--- config.mk ---
export PLATFORM = sky130hd
export DESIGN_NAME = instr_encoder
export DESIGN_NICKNAME = d
export VERILOG_FILES = /design/src/rtl/y86_pkg.sv /design/src/rtl/instr_len.sv /design/src/rtl/instr_encoder.sv
export SDC_FILE = /design/constraint.sdc
export NUM_CORES = 1
export LEC_CHECK = 0
export BUFFER_PORTS_ARGS = -buffer_cell sky130_fd_sc_hd__buf_2
export CORE_UTILIZATION = 52
export CTS_CLUSTER_DIAMETER = 40
export DETAILED_ROUTE_END_ITERATION = 6
export PLACE_DENSITY = 0.79
export SLEW_MARGIN = 20
export SYNTH_ARGS = -nofsm -noshare
export SYNTH_HDL_FRONTEND = slang
export SYNTH_SLANG_ARGS = --single-unit
--- constraint.sdc ---
create_clock -name clk -period 9.8 [get_ports clk]
set_input_delay 1.47 -clock clk [delete_from_list [all_inputs] [get_ports clk]]
set_output_delay 1.47 -clock clk [all_outputs]
set_load 0.1 [all_outputs]
--- src/rtl/y86_pkg.sv ---
// Y86-64 encoding constants shared by fetch and the instruction encoder.
package y86_pkg;

  localparam logic [3:0] I_HALT   = 4'h0;
  localparam logic [3:0] I_NOP    = 4'h1;
  localparam logic [3:0] I_RRMOVQ = 4'h2;
  localparam logic [3:0] I_IRMOVQ = 4'h3;
  localparam logic [3:0] I_RMMOVQ = 4'h4;
  localparam logic [3:0] I_MRMOVQ = 4'h5;
  localparam logic [3:0] I_OPQ    = 4'h6;
  localparam logic [3:0] I_JXX    = 4'h7;
  localparam logic [3:0] I_CALL   = 4'h8;
  localparam logic [3:0] I_RET    = 4'h9;
  localparam logic [3:0] I_PUSHQ  = 4'hA;
  localparam logic [3:0] I_POPQ   = 4'hB;

  // Highest legal function code for ALU ops and for condition codes.
  localparam logic [3:0] OPQ_IFUN_MAX  = 4'd3;
  localparam logic [3:0] COND_IFUN_MAX = 4'd6;

  // Instruction layout classes: opcode only, +register byte,
  // +8-byte constant, or register byte plus constant.
  typedef enum logic [1:0] {FMT_BYTE, FMT_REGS, FMT_DEST, FMT_FULL} fmt_e;

  typedef enum logic {ST_IDLE, ST_EMIT} state_e;

  function automatic fmt_e icode_fmt(input logic [3:0] icode);
    case (icode)
      I_RRMOVQ, I_OPQ, I_PUSHQ, I_POPQ: return FMT_REGS;
      I_JXX, I_CALL:                    return FMT_DEST;
      I_IRMOVQ, I_RMMOVQ, I_MRMOVQ:     return FMT_FULL;
      default:                          return FMT_BYTE;
    endcase
  endfunction

  function automatic logic [3:0] fmt_length(input fmt_e fmt);
    case (fmt)
      FMT_REGS: return 4'd2;
      FMT_DEST: return 4'd9;
      FMT_FULL: return 4'd10;
      default:  return 4'd1;
    endcase
  endfunction

endpackage

--- src/rtl/instr_len.sv ---
// Combinational decode of an instruction's byte length, layout and legality.
module instr_len
  import y86_pkg::*;
(
  input  logic [3:0] icode,
  input  logic [3:0] ifun,
  output logic [3:0] length,
  output logic       has_regs,
  output logic       has_valC,
  output logic       legal
);

  fmt_e fmt;

  // Layout class drives length and which optional fields are present.
  // NOTE: every output is given a value before any branch so no latch is inferred.
  always_comb begin
    fmt      = icode_fmt(icode);
    length   = fmt_length(fmt);
    has_regs = (fmt == FMT_REGS) || (fmt == FMT_FULL);
    has_valC = (fmt == FMT_DEST) || (fmt == FMT_FULL);
    legal    = 1'b0;
    case (icode)
      I_OPQ:          legal = (ifun <= OPQ_IFUN_MAX);
      I_RRMOVQ, I_JXX: legal = (ifun <= COND_IFUN_MAX);
      I_HALT, I_NOP, I_IRMOVQ, I_RMMOVQ, I_MRMOVQ,
      I_CALL, I_RET, I_PUSHQ, I_POPQ:
                      legal = (ifun == 4'h0);
      default:        legal = 1'b0;
    endcase
  end

endmodule

--- src/rtl/instr_encoder.sv ---
// Serialises Y86-64 instruction fields into the byte stream fetch decodes,
// one byte-write per cycle into instruction memory.
module instr_encoder
  import y86_pkg::*;
(
  input  logic        clk,
  input  logic        rst,
  input  logic        in_valid,
  output logic        in_ready,
  input  logic [3:0]  icode,
  input  logic [3:0]  ifun,
  input  logic [3:0]  rA,
  input  logic [3:0]  rB,
  input  logic [63:0] valC,
  input  logic        addr_load,
  input  logic [63:0] addr_val,
  output logic        mem_we,
  output logic [63:0] mem_addr,
  output logic [7:0]  mem_data,
  input  logic        mem_ready,
  output logic [63:0] next_addr,
  output logic        instr_error,
  output logic [15:0] instr_count
);

  state_e      state, state_nx;
  logic [3:0]  len_in;
  logic        regs_in, valc_in, legal_in;
  logic [3:0]  icode_q, ifun_q, ra_q, rb_q, len_q, idx;
  logic [63:0] valc_q, wr_addr;
  logic        has_regs_q, has_valc_q;
  logic        accept, last_byte;
  logic [2:0]  voff;

  instr_len u_instr_len (
    .icode    (icode),
    .ifun     (ifun),
    .length   (len_in),
    .has_regs (regs_in),
    .has_valC (valc_in),
    .legal    (legal_in)
  );

  assign accept    = in_valid && (state == ST_IDLE);
  assign last_byte = (state == ST_EMIT) && mem_ready && (idx == len_q - 4'd1);

  // State register.
  // NOTE: clocked state uses non-blocking assignments so all registers update together.
  always_ff @(posedge clk or posedge rst) begin
    if (rst) state <= ST_IDLE;
    else     state <= state_nx;
  end

  // Next state: leave IDLE on a legal acceptance, return once the last byte lands.
  always_comb begin
    state_nx = state;
    case (state)
      ST_IDLE: if (accept && legal_in) state_nx = ST_EMIT;
      ST_EMIT: if (last_byte)          state_nx = ST_IDLE;
      default: state_nx = ST_IDLE;
    endcase
  end

  // Captured fields, byte index, write address and status counters.
  // Payload registers are reset too so mem_data reads 0 out of reset.
  always_ff @(posedge clk or posedge rst) begin
    if (rst) begin
      icode_q     <= '0;
      ifun_q      <= '0;
      ra_q        <= '0;
      rb_q        <= '0;
      valc_q      <= '0;
      len_q       <= '0;
      has_regs_q  <= 1'b0;
      has_valc_q  <= 1'b0;
      idx         <= '0;
      wr_addr     <= '0;
      next_addr   <= '0;
      instr_error <= 1'b0;
      instr_count <= '0;
    end else begin
      instr_error <= accept && !legal_in;
      if (state == ST_IDLE) begin
        // Loading in the same cycle as acceptance places the instruction at addr_val.
        if (addr_load) begin
          wr_addr   <= addr_val;
          next_addr <= addr_val;
        end
        if (accept && legal_in) begin
          icode_q    <= icode;
          ifun_q     <= ifun;
          ra_q       <= rA;
          rb_q       <= rB;
          valc_q     <= valC;
          len_q      <= len_in;
          has_regs_q <= regs_in;
          has_valc_q <= valc_in;
          idx        <= '0;
        end
      end else if (mem_ready) begin
        if (last_byte) begin
          wr_addr     <= wr_addr + {60'd0, len_q};
          next_addr   <= wr_addr + {60'd0, len_q};
          instr_count <= instr_count + 16'd1;
          idx         <= '0;
        end else begin
          idx <= idx + 4'd1;
        end
      end
    end
  end

  assign in_ready = (state == ST_IDLE);
  assign mem_we   = (state == ST_EMIT);
  assign mem_addr = wr_addr + {60'd0, idx};

  // Byte select from registered fields only: opcode, register pair, then valC LSB first.
  always_comb begin
    voff     = 3'(idx - (has_regs_q ? 4'd2 : 4'd1));
    mem_data = {icode_q, ifun_q};
    if (idx != 4'd0) begin
      if (has_regs_q && idx == 4'd1) mem_data = {ra_q, rb_q};
      else if (has_valc_q)           mem_data = valc_q[{voff, 3'b000} +: 8];
    end
  end

endmodule

## Word level (Yosys, flattened, before mapping)

Memories as Yosys holds them, arrays and structs flattened.
Index checks and enable logic that the tools add are counted.

- Bits in registers: 172
- Logic and storage cells: 79
- Input port bits: 149
- ROM bits: 32
- Bits in writable memories: 0
- Bits in latches: 0
- Memories kept: 1

- Mux-type cells: 17
- Div/mod/pow operators: 0
- $lt $le $gt $ge: 2
- Reduce and logical (&&, ||, !) cells: 20
- Bitwise operators: 1
- Equal/unequal tests: 18
- Shift operators: 1
- Multiply operators: 0
- $add $sub $neg: 6

Memories:

| name | depth | bits a word | read ports | clocked after memory_dff | write ports | line | RTL |
|---|---|---|---|---|---|---|---|
| (no name shown) | 16 | 2 | 1 | 0 | 0 | y86_pkg.sv:28 | `case (icode)` |

Operators with widths:

| operator | number |
|---|---|
| 2-to-1 mux 64 bit | 4 |
| adder 64 x 4 -> 64 bit | 2 |
| variable part select 64 x 7 -> 8 bit | 1 |
| 2-to-1 mux 8 bit | 3 |
| adder 16 x 1 -> 16 bit (second input constant) | 1 |
| == test 4 x 3 -> 1 bit (second input constant) | 4 |
| == test 4 bit (second input constant) | 4 |
| 2-to-1 mux 4 bit | 4 |
| case mux 4 bit (3 select lines) | 1 |
| OR reduction 9 bit | 1 |
| == test 4 x 1 -> 1 bit (second input constant) | 2 |
| == test 4 x 2 -> 1 bit (second input constant) | 2 |
| logical NOT 4 bit | 2 |
| logical AND 1 bit | 6 |
| AND reduction 3 bit | 2 |
| adder 4 x 1 -> 4 bit (second input constant) | 1 |
| == test 2 bit (second input constant) | 2 |
| == test 4 bit | 1 |
| less-or-equal comparator 4 x 2 -> 1 bit (second input constant) | 1 |
| less-or-equal comparator 4 x 3 -> 1 bit (second input constant) | 1 |
| AND reduction 2 bit | 2 |
| nonzero test 2 bit | 2 |
| nonzero test 4 bit | 1 |
| subtractor 4 x 1 -> 4 bit (second input constant) | 1 |
| other kinds (12) | 14 |

## Depth between registers and ports, before layout

Gate-level depths: netlist of run 1.

- Depth in word-level cells: 6
- Depth in mapped cells: 10
- Gate-level depth less buffers: 8

## Cells and area by module

A second synthesis of run 1 with hierarchy kept.

- Cells, all modules: 1,345
- Area, all modules: 10,911.7 um^2

By module, submodules not included:

| module | cells an instance | area each (um^2) | instances | seq. area each (um^2) |
|---|---|---|---|---|
| instr_encoder | 1,321 | 10,766.6 | 1 | 4,304.1 |
| instr_len | 24 | 145.1 | 1 | 0.0 |

## Worst setup path before layout of run 1

OpenSTA, ideal clock, no wires.

- Path type: reg2out
- Start: register len_q[1] (netlist name)
- End: output port mem_data[5]
- Arrival time: 4,380 ps
- Stages on the path, launching flop included: 10
- Setup slack: 3,950 ps
- Cells stage by stage: dfrtp_1 > inv_1 > ha_1 > inv_1 > fa_1 > clkbuf_1 > buf_1 > mux4_2 > mux2i_1 > o21ai_0

RTL lines:

| element | line | RTL |
|---|---|---|
| end, declared | instr_encoder.sv:19 | `output logic [7:0] mem_data,` |

## Final worst setup path of run 1

- Start: register idx[0]
- End: output port mem_addr[54]

- Word-level cells in the longest chain between the ends: 1

RTL lines:

| element | line | RTL |
|---|---|---|
| start, declared | instr_encoder.sv:29 | `logic [3:0] icode_q, ifun_q, ra_q, rb_q, len_q, idx;` |
| start signal, assigned | instr_encoder.sv:107 | `idx <= idx + 4'd1;` |
| adder 64 x 4 -> 64 bit | instr_encoder.sv:115 | `assign mem_addr = wr_addr + {60'd0, idx};` |
| end, declared | instr_encoder.sv:18 | `output logic [63:0] mem_addr,` |

No other way between the ends.

==> impl_results.md, run 1 <==
* Outcome: finished clean
* Area grow syn2layout at 20.27%
* CORE AREA at between 20000 and 25000 um2
* Setup slack, reg-to-reg at a little under 6 ns
* Hold Path Class: reg2reg
* Total clock buffers created by CTS at 17
* CTS Sinks at 170
* Delay-heaviest family, CP: simple AND/OR/NAND/NOR gates
* Vias at around 11000
* Final Setup Violations at 0
* Critical path type: reg2out
* Largest net degree at the start of global routing at 94
* Die Ht at 147.5 um
* F_max at ~0.18 GHz
* CP max stage cell: a21oi_1
* Worst path bufs/invs at 2
* Syn_nets at 1329
* Period minus WS final at approximately 5.6 ns
* Hold buffers post-CTS at 0
* Ranking of synthesized cells by area: dfrtp_1 (39%), mux2_2 (8.7%), xnor2_1 (4.3%)
* Drt first pass iters at 6
* DP HPWL at ~28000 um
* Die width at around 150 um
* Clk slew on worst S/H paths at roughly 0.08 ns
* Avg Inst Size Synth at approximately 9.5 um2
* Crit Reg-Reg Startpoint: mem_we
* Register area share after synthesis at between 30% and 40%
* Starting Density at between 50 and 60%
* Full die area at between 20000 and 25000 um2
* CTS Buffer Depth at 2
* Setup crit end: mem_addr[54]
* Via/cell ratio at around 6.5
* Iter 0 DRT Violations at around 1200
* FF-to-FF End: wr_addr[50]
* Largest stage delay, worst path at between 0.6 and 0.7 ns
* Crit end category: output pin
* Final Hold Vio Count at 0
* WP depth at 9
* Yosys reg bits at 170
* Worst setup SP type: flop
* Post-Syn Area at about 11000 um2
* Cts repair resizes at 0
* # DRC at 0
* Final nets at around 1600
* Arrival time worst endpoint at ~4.2 ns
* Worst slew margin at ~23%
* First-pass GRT wire length at around 60000 um
* Share of cells above drive strength 1 at about a third
* Post-route antenna net violation count at 0
* Crit path required time at 8.33 ns
* Synth cell types at 71
* Number of port buffers at roughly 300
* Total GRT Usage at 35.82%
* Ordered cell list for the critical path: ha_1 > inv_1 > fa_1 > nand2b_1 > a21oi_1 > nand4_1 > nor3_1 > xor2_1 > buf_2
* Final period utilization at just under 60%
* Ports at 304
* RSZ-0062 raised after global routing: false
* Final Skew at approximately 0.014 ns
* Post-CTS setup buffer count at 0
* Clock tree from TritonCTS: done
* EDFF count, synth at 0
* Routability cong. at between 1 and 1.5
* Total gr overflow at 0
* CP max FO at 9
* Max H-tree Level at 4
* Max Slew Vio Count at 0
* Yosys warns at 0
* Setup TNS at 0 ns
* Ys async rst share at 100.0%
* Synth area leader: dfrtp_1
* Worst skew pair latency at ~0.45 ns
* WL per Instance at 22.82 um
* Cells on worst reg2reg path at 6
* Post-synth top area share at between 30 and 40%
* ANT cells at 0
* Critical path launch point: idx[0]
* Filler cells at 1682
* Final WL at between 30000 and 40000 um
* Worst Tran Pin Value at between 1 and 1.5 ns
* Antenna violations before repair at 1
* Root Driver: clkbuf_16
* Vias in the first global route at about 11000
* Max-cap violations at 0
* Ys flop type: dfrtp_1
* Number of core rows at 52
* Mapped Cells at between 1000 and 1500
-- registers in the layout (all words and copies together) (netlist names), 3 cells and up --
register,count
len_q,3
ifun_q,4
instr_count,16
idx,4
valc_q,64
rb_q,4
wr_addr,64
icode_q,4
ra_q,4
-- cells in the mapped netlist, drive strengths merged, types with 12 or more instances --
master / n
inv: 28
mux4: 16
mux2: 85
buf: 29
nor2: 64
a2bb2oi: 14
a21oi: 52
mux2i: 22
xnor2: 54
nor3: 41
clkbuf: 66
xor2: 28
o21ai: 37
o22ai: 22
ha: 13
nor4: 33
nand4: 63
nand3: 72
dfrtp: 170
and3: 12
a211oi: 12
nand2: 86
-- how the worst min path moves through the flow --
stage | from | endpoint | slack (ns) | cells past startpoint
2_1_floorplan | ifun_q[3] | ifun_q[3] | 0.45 | 1
3_3_place_gp | ifun_q[3] | ifun_q[3] | 0.47 | 1
3_5_place_dp | instr_count[15] | instr_count[15] | 0.46 | 1
4_1_cts | instr_count[15] | instr_count[15] | 0.47 | 1
5_1_grt | instr_count[15] | instr_count[15] | 0.50 | 1
6_report | instr_count[15] | instr_count[15] | 0.47 | 1
-- per-stage QoR --
stage	instances	hold slack [ns]	area (um2)	utilization, %	setup WS, ns
3_3_place_gp	1655	0.4716	12590	61.41	4.875
2_1_floorplan	1164	0.4544	11010	-	3.727
4_1_cts	1687	0.4733	13230	64.53	4.212
3_5_place_dp	1655	0.4631	12590	61.41	4.694
6_report	1687	0.4740	13240	64.58	4.152
5_1_grt	1687	0.4977	13240	64.58	3.956
-- worst reg2reg max path: stages, from the launching register on --
cell,delay [ns]
dfrtp_4,0.88
nand2_1,0.37
nor4_2,0.71
a21o_1,0.87
buf_4,0.49
mux2_2,0.38
nor3_1,0.15
-- cells in the final DEF, fill, tap and decap left out, types with 27 or more instances in the layout --
cell	count
nor2_1	64
nor4_1	27
nand4_1	61
buf_2	303
xor2_1	28
xnor2_1	54
nand3_1	72
a21oi_1	51
nor3_1	41
o21ai_0	36
mux2_2	85
dfrtp_1	169
nand2_1	86
-- cells by family after synthesis --
kind of cell	share of synthesized area [%]
fa+ha+maj	2.024
simple gates	20.98
mux	13.97
flops	38.65
compound gates	13.34
xor+xnor	6.526
buf+inv	4.513
-- area by class of cell --
cell class / instances / area, um2 / area share (%)
Inverter: 28 / 110.1 / 0.8318
Tap cell: 270 / 337.8 / 2.552
Timing Repair Buffer: 316 / 1614 / 12.19
Clock buffer: 17 / 425.4 / 3.214
Clock inverter: 15 / 214.0 / 1.616
Sequential cell: 170 / 4258 / 32.17
Multi-Input combinational cell: 871 / 6277 / 47.42
-- layer usage --
| metal | global-route usage (%) | share of wire (%) | vias to the layer above |
|---|---|---|---|
| met5 | 0 | 0.034 | - |
| met4 | 17.78 | 5.4 | 2 |
| met3 | 10.09 | 11 | 152 |
| met2 | 56.42 | 46 | 723 |
| met1 | 45.28 | 37 | 5263 |
| li1 | - | - | 4838 |
Power of run 1 is left out: the tool's default activity adds up to more than one toggle a clock period on the data nets, which glitch-free logic cannot reach.
==> run 2: changes to the inputs <==
--- a/config.mk
+++ b/config.mk
@@ -6,10 +6,10 @@
 export NUM_CORES = 1
 export LEC_CHECK = 0
 export BUFFER_PORTS_ARGS = -buffer_cell sky130_fd_sc_hd__buf_2
-export CORE_UTILIZATION = 52
+export CORE_UTILIZATION = 48
 export CTS_CLUSTER_DIAMETER = 40
 export DETAILED_ROUTE_END_ITERATION = 6
-export PLACE_DENSITY = 0.79
+export PLACE_DENSITY = 0.77
 export SLEW_MARGIN = 20
 export SYNTH_ARGS = -nofsm -noshare
 export SYNTH_HDL_FRONTEND = slang
==> constraint.sdc (replaced) <==
create_clock -name clk -period 4.6 [get_ports clk]
set_input_delay 0.69 -clock clk [delete_from_list [all_inputs] [get_ports clk]]
set_output_delay 0.69 -clock clk [all_outputs]
set_load 0.1 [all_outputs]
==> run 2 against run 1 <==
Effect of this change: cell count is 1.8% higher; non-clock buffer count rose by 13; final area is 2.5% higher; clock-buffer cell count unchanged; routed wire length increased by 1.5%; clock skew decreased by 0.00064 ns; sequential cell count unchanged; worst setup slack lost 4.0 ns; die area up 8.2%; global-route usage down 2.7 points; worst hold slack worse by 0.0019 ns; utilization decreased by 4.5 points; critical endpoint is now mem_addr[62].
==> impl_results.md, run 2 (synthesized netlist as in run 1, its figures left out) <==
* Largest regs: valc_q x64, wr_addr x64, instr_count x16 (unchanged)
* Clk slew on worst S/H paths at 0.09 ns (was 0.08 ns)
* Die Ht at 153.4 um (was 147.5 um)
* Final Setup Violations at 0 (unchanged)
* Area grow syn2layout at 23.33% (was 20.27%)
* Total GRT Usage at 33.15% (was 35.82%)
* Most frequent cells in the layout: buf_2 (303), dfrtp_1 (169), nand2_1 (86), mux2_2 (85), nand3_1 (72) (unchanged)
* Total clock buffers created by CTS at 17 (unchanged)
* Post-route antenna net violation count at 0 (unchanged)
* Die width at 153.4 um (was 147.5 um)
* RSZ-0062 raised after global routing: false (unchanged)
* First-pass GRT wire length at 59860 um (was 59680 um)
* Pre-CTS setup slack at 0.5926 ns (was 4.694 ns)
* Period minus WS final at 4.452 ns
* Routability cong. at 1.032 (was 1.013)
* Final Skew at 0.01352 ns (was 0.01416 ns)
* Root Driver: clkbuf_16 (unchanged)
* Number of port buffers at 303 (unchanged)
* Clock tree from TritonCTS: done (unchanged)
* Crit Reg-Reg Startpoint: mem_we (unchanged)
* Hold Path End: valc_q[24] (was instr_count[15])
* Arrival time worst endpoint at 3.76 ns (was 4.18 ns)
* FF-to-FF End: wr_addr[60] (was wr_addr[50])
* Max Slew Vio Count at 0 (unchanged)
* DP HPWL at 28900 um (was 28350 um)
* Final WL at 39070 um (was 38490 um)
* Crit end category: output pin (unchanged)
* Hold path cells at 2 (was 1)
* CTS Sinks at 170 (unchanged)
* CTS Buffer Depth at 2 (unchanged)
* Largest net degree at the start of global routing at 171 (was 94)
* Via/cell ratio at 6.320 (was 6.507)
* Vias at 10850 (was 10980)
* Worst skew pair latency at 0.44 ns (was 0.45 ns)
* Max-cap violations at 0 (unchanged)
* Critical path launch point: idx[0] (unchanged)
* DP Cell Count at 1681 (was 1655)
* Layout Cells excl Fill at 1717 (was 1687)
* # DRC at 0 (unchanged)
* Share of cells above drive strength 1 at 35.87% (was 33.31%)
* Hold Path Class: in2reg (was reg2reg)
* Worst slew margin at 26.53% (was 22.56%)
* Crit path required time at 3.91 ns (was 8.33 ns)
* Full die area at 23540 um2 (was 21750 um2)
* Cells on worst reg2reg path at 6 (unchanged)
* Worst Tran Pin Value at 1.098 ns (was 1.158 ns)
* Most common cell after layout, fill and taps aside: buf_2 (unchanged)
* Worst setup margin at 0.1482 ns (was 4.152 ns)
* F_max at roughly 0.22 GHz
* WL per Instance at 22.76 um (was 22.82 um)
* Max H-tree Level at 4 (unchanged)
* Iter 0 DRT Violations at 1038 (was 1213)
* Total gr overflow at 0 (unchanged)
* Setup slack, reg-to-reg at 1.28 ns (was 5.88 ns)
* Outcome: finished clean (unchanged)
* Drt first pass iters at 5 (was 6)
* Starting Density at 48.76% (was 53.70%)
* Fin area at 13570 um2 (was 13240 um2)
* CORE AREA at 22570 um2 (was 20490 um2)
* Final Hold Vio Count at 0 (unchanged)
* Dpl cell area at 12920 um2 (was 12590 um2)
* Antenna violations before repair at 3 (was 1)
* CP max FO at 8 (was 9)
* Fin Hold WS at 0.4721 ns (was 0.4740 ns)
* Worst setup SP type: flop (unchanged)
* Ports at 304 (unchanged)
* Final period utilization at a little over nine tenths
* Final nets at 1582 (was 1569)
* Critical path type: reg2out (unchanged)
* HP Start: valC[24] (was instr_count[15])
* Number of core rows at 55 (was 52)
* Vias in the first global route at 10320 (was 10540)
* Hold buffers post-CTS at 0 (unchanged)
## run 2: area by class of cell
class | count | area [um2]
timing repair buffer | 329 | 1724
clock inverter | 15 | 205.2
antenna | 2 | 5.005
tap | 285 | 356.6
clock buffer | 17 | 425.4
inverter | 28 | 108.9
sequential | 170 | 4258
multi-input combinational | 871 | 6490
fill | 1956 | 8999
## run 2: worst max path at each step
stage / endpoint / slack, ns / cells past startpoint
global placement: mem_addr[58] / 0.70 / 9
finish: mem_addr[62] / 0.15 / 9
floorplan: mem_addr[22] / -0.29 / 7
global route: mem_addr[54] / 0.02 / 9
detailed placement: mem_addr[58] / 0.59 / 9
CTS: mem_addr[58] / 0.12 / 9
## run 2: metal layers
metal / vias up / wire length (um) / GRT usage [%]
li1: 4865 / - / -
met1: 5220 / 15430 / 43.04
met2: 635 / 18320 / 53.01
met3: 129 / 3424 / 6.493
met4: 2 / 1883 / 16.52
met5: - / 13 / 0
## run 2: critical path, stage by stage, from the launching register on
cell      delay, ns
dfrtp_1        0.50
ha_1           0.25
inv_1          0.06
fa_1           0.39
nand2b_1       0.20
a21oi_1        0.35
nand4_1        0.52
nor3_1         0.48
xor2_2         0.15
buf_2          0.43
## run 2: per-stage QoR
stage,setup TNS [ns],util [%]
6_report,0,60.13
2_1_floorplan,-0.3033,-
3_3_place_gp,0,57.22
4_1_cts,0,60.02
5_1_grt,0,60.12
3_5_place_dp,0,57.22
## run 2: what timing repair did
action                                  CTS  global route
endpoints found under the setup margin    0             2
setup buffers                             0             2
gates resized for setup                   0             0
Power of run 2 is left out for the same reason.
==> run 3: changes to the inputs <==
--- a/config.mk
+++ b/config.mk
@@ -9,7 +9,9 @@
 export CORE_UTILIZATION = 48
 export CTS_CLUSTER_DIAMETER = 40
 export DETAILED_ROUTE_END_ITERATION = 6
+export GPL_TIMING_DRIVEN = 0
 export PLACE_DENSITY = 0.77
+export REMOVE_ABC_BUFFERS = 1
 export SLEW_MARGIN = 20
 export SYNTH_ARGS = -nofsm -noshare
 export SYNTH_HDL_FRONTEND = slang
==> run 3 against run 2 <==
Effect of this change: routed wire length shrank 6.6%; final area shrank 0.60%; cell count shrank 0.52%; worst hold slack lost 0.19 ns; worst setup slack lost 0.020 ns; sequential share of layout area grew 0.19 points; clock-buffer cell count is the same; global-route usage shrank 2.5 points; first-iteration DRC count shrank 9.0%; critical path depth is the same; highest routed layer is now met4.
==> impl_results.md, run 3 (synthesized netlist as in run 1, its figures left out) <==
* Outcome: finished clean (unchanged)
* Largest regs: valc_q x64, wr_addr x64, instr_count x16 (unchanged)
* Most frequent cells in the layout: buf_2 (301), dfrtp_1 (169), nand2_1 (85), mux2_2 (85), nand3_1 (72) (was buf_2 (303), dfrtp_1 (169), nand2_1 (86), mux2_2 (85), nand3_1 (72))
* Die Ht at 153.4 um (unchanged)
* Max Slew Vio Count at 0 (unchanged)
* Clock tree from TritonCTS: done (unchanged)
* Period minus WS final at 4.471 ns (was 4.452 ns)
* Vias at 10720 (was 10850)
* Post-route antenna net violation count at 0 (unchanged)
* DP Cell Count at 1670 (was 1681)
* Iter 0 DRT Violations at 945 (was 1038)
* Largest net degree at the start of global routing at 98 (was 171)
* Crit Reg-Reg Startpoint: mem_we (unchanged)
* Most common cell after layout, fill and taps aside: buf_2 (unchanged)
* Layout Cells excl Fill at 1708 (was 1717)
* Pre-CTS setup slack at 0.06112 ns (was 0.5926 ns)
* F_max at 0.2236 GHz (was 0.2246 GHz)
* WL per Instance at 21.37 um (was 22.76 um)
* Critical path type: reg2out (unchanged)
* # DRC at 0 (unchanged)
* Final nets at 1573 (was 1582)
* Total gr overflow at 0 (unchanged)
* First-pass GRT wire length at 55930 um (was 59860 um)
* Number of core rows at 55 (unchanged)
* Largest stage delay, worst path at 0.53 ns (was 0.52 ns)
* Final Setup Violations at 0 (unchanged)
* Arrival time worst endpoint at 3.78 ns (was 3.76 ns)
* Final period utilization at 97.21% (was 96.78%)
* Worst Tran Pin Value at 1.016 ns (was 1.098 ns)
* Setup slack, reg-to-reg at 1.17 ns (was 1.28 ns)
* CP max stage cell: dfrtp_1 (was nand4_1)
* FF-to-FF End: wr_addr[58] (was wr_addr[60])
* Hold buffers post-CTS at 0 (unchanged)
* CTS Sinks at 170 (unchanged)
* Number of port buffers at 303 (unchanged)
* Worst setup margin at 0.1285 ns (was 0.1482 ns)
* Total clock buffers created by CTS at 17 (unchanged)
* Max-cap violations at 0 (unchanged)
* Delay-heaviest family, CP: simple AND/OR/NAND/NOR gates (unchanged)
* Crit path required time at 3.91 ns (about the same)
* Routability cong. at 0.9585 (was 1.032)
* Die width at 153.4 um (unchanged)
* Via/cell ratio at 6.276 (was 6.320)
* Worst path bufs/invs at 2 (unchanged)
* Starting Density at 48.76% (unchanged)
* Clk slew on worst S/H paths at 0.08 ns (was 0.09 ns)
* CTS Buffer Depth at 2 (unchanged)
* Drt first pass iters at 5 (unchanged)
* RSZ-0062 raised after global routing: false (unchanged)
* Final Hold Vio Count at 0 (unchanged)
* Setup TNS at 0 ns (unchanged)
* Crit end category: output pin (unchanged)
* Max H-tree Level at 4 (unchanged)
* Total GRT Usage at 30.68% (was 33.15%)
* Ports at 304 (unchanged)
* Ordered cell list for the critical path: ha_1 > inv_1 > fa_1 > nand2b_1 > a21oi_4 > nand3_1 > nor4_1 > xnor2_1 > buf_2 (was ha_1 > inv_1 > fa_1 > nand2b_1 > a21oi_1 > nand4_1 > nor3_1 > xor2_2 > buf_2)
* Worst slew margin at 31.72% (was 26.53%)
* Worst skew pair latency at 0.45 ns (was 0.44 ns)
* Full die area at 23540 um2 (unchanged)
* Cells on worst reg2reg path at 7 (was 6)
* Final Skew at 0.01758 ns (was 0.01352 ns)
* Area grow syn2layout at 22.59% (was 23.33%)
* Antenna violations before repair at 3 (unchanged)
* Hold Path Class: in2async (was in2reg)
* CORE AREA at 22570 um2 (unchanged)
* DP HPWL at 26960 um (was 28900 um)
* Root Driver: clkbuf_16 (unchanged)
* Share of cells above drive strength 1 at 34.27% (was 35.87%)
* Final WL at 36510 um (was 39070 um)
* Vias in the first global route at 10090 (was 10320)
* CP max FO at 9 (was 8)
* Worst setup SP type: flop (unchanged)
==> run 3: area by class of cell <==
type	instances	area [um2]
flip-flops and latches	170	4258
repair buffers	320	1790
diodes	2	5.005
clock buffers	17	425.4
fillers	1994	9080
well taps	285	356.6
inverters	28	112.6
multi-input cells	871	6329
clock inverters	15	215.2
==> run 3: routing by layer <==
| layer | up-vias | global-route usage, % | part of all wire (%) |
|---|---|---|---|
| met5 | - | 0 | 0 |
| met4 | 0 | 13.57 | 3.2 |
| met3 | 78 | 6.890 | 9.5 |
| met2 | 602 | 50.25 | 48 |
| met1 | 5203 | 38.91 | 39 |
| li1 | 4837 | - | - |
==> run 3: worst max-delay path by stage <==
stage,from,to,slack [ns],cells after the start
floorplan,mem_we,has_valc_q,-2.63,3
global placement,mem_we,wr_addr[57],-4.71,4
detailed placement,idx[0],mem_addr[54],0.06,9
CTS,idx[0],mem_addr[54],-0.11,9
global route,idx[0],mem_addr[52],0.03,9
finish,idx[0],mem_addr[52],0.13,9
==> run 3: through the flow <==
| stage | instance area [um2] | util (%) | hold WS (ns) |
|---|---|---|---|
| finish | 13490 | 59.77 | 0.2801 |
| global route | 13490 | 59.76 | 0.3442 |
| global placement | 12490 | 55.32 | 0.4547 |
| detailed placement | 12770 | 56.57 | 0.4608 |
| floorplan | 10610 | - | 0.4544 |
| CTS | 13410 | 59.43 | 0.3154 |
==> run 3: timing repair <==
item | in CTS | in global routing
endpoints found under the setup margin | 15 | 28
resized for setup | 1 | 10
pin swaps | 0 | 2
buffers inserted | 0 | 4
Power of run 3 is left out for the same reason.
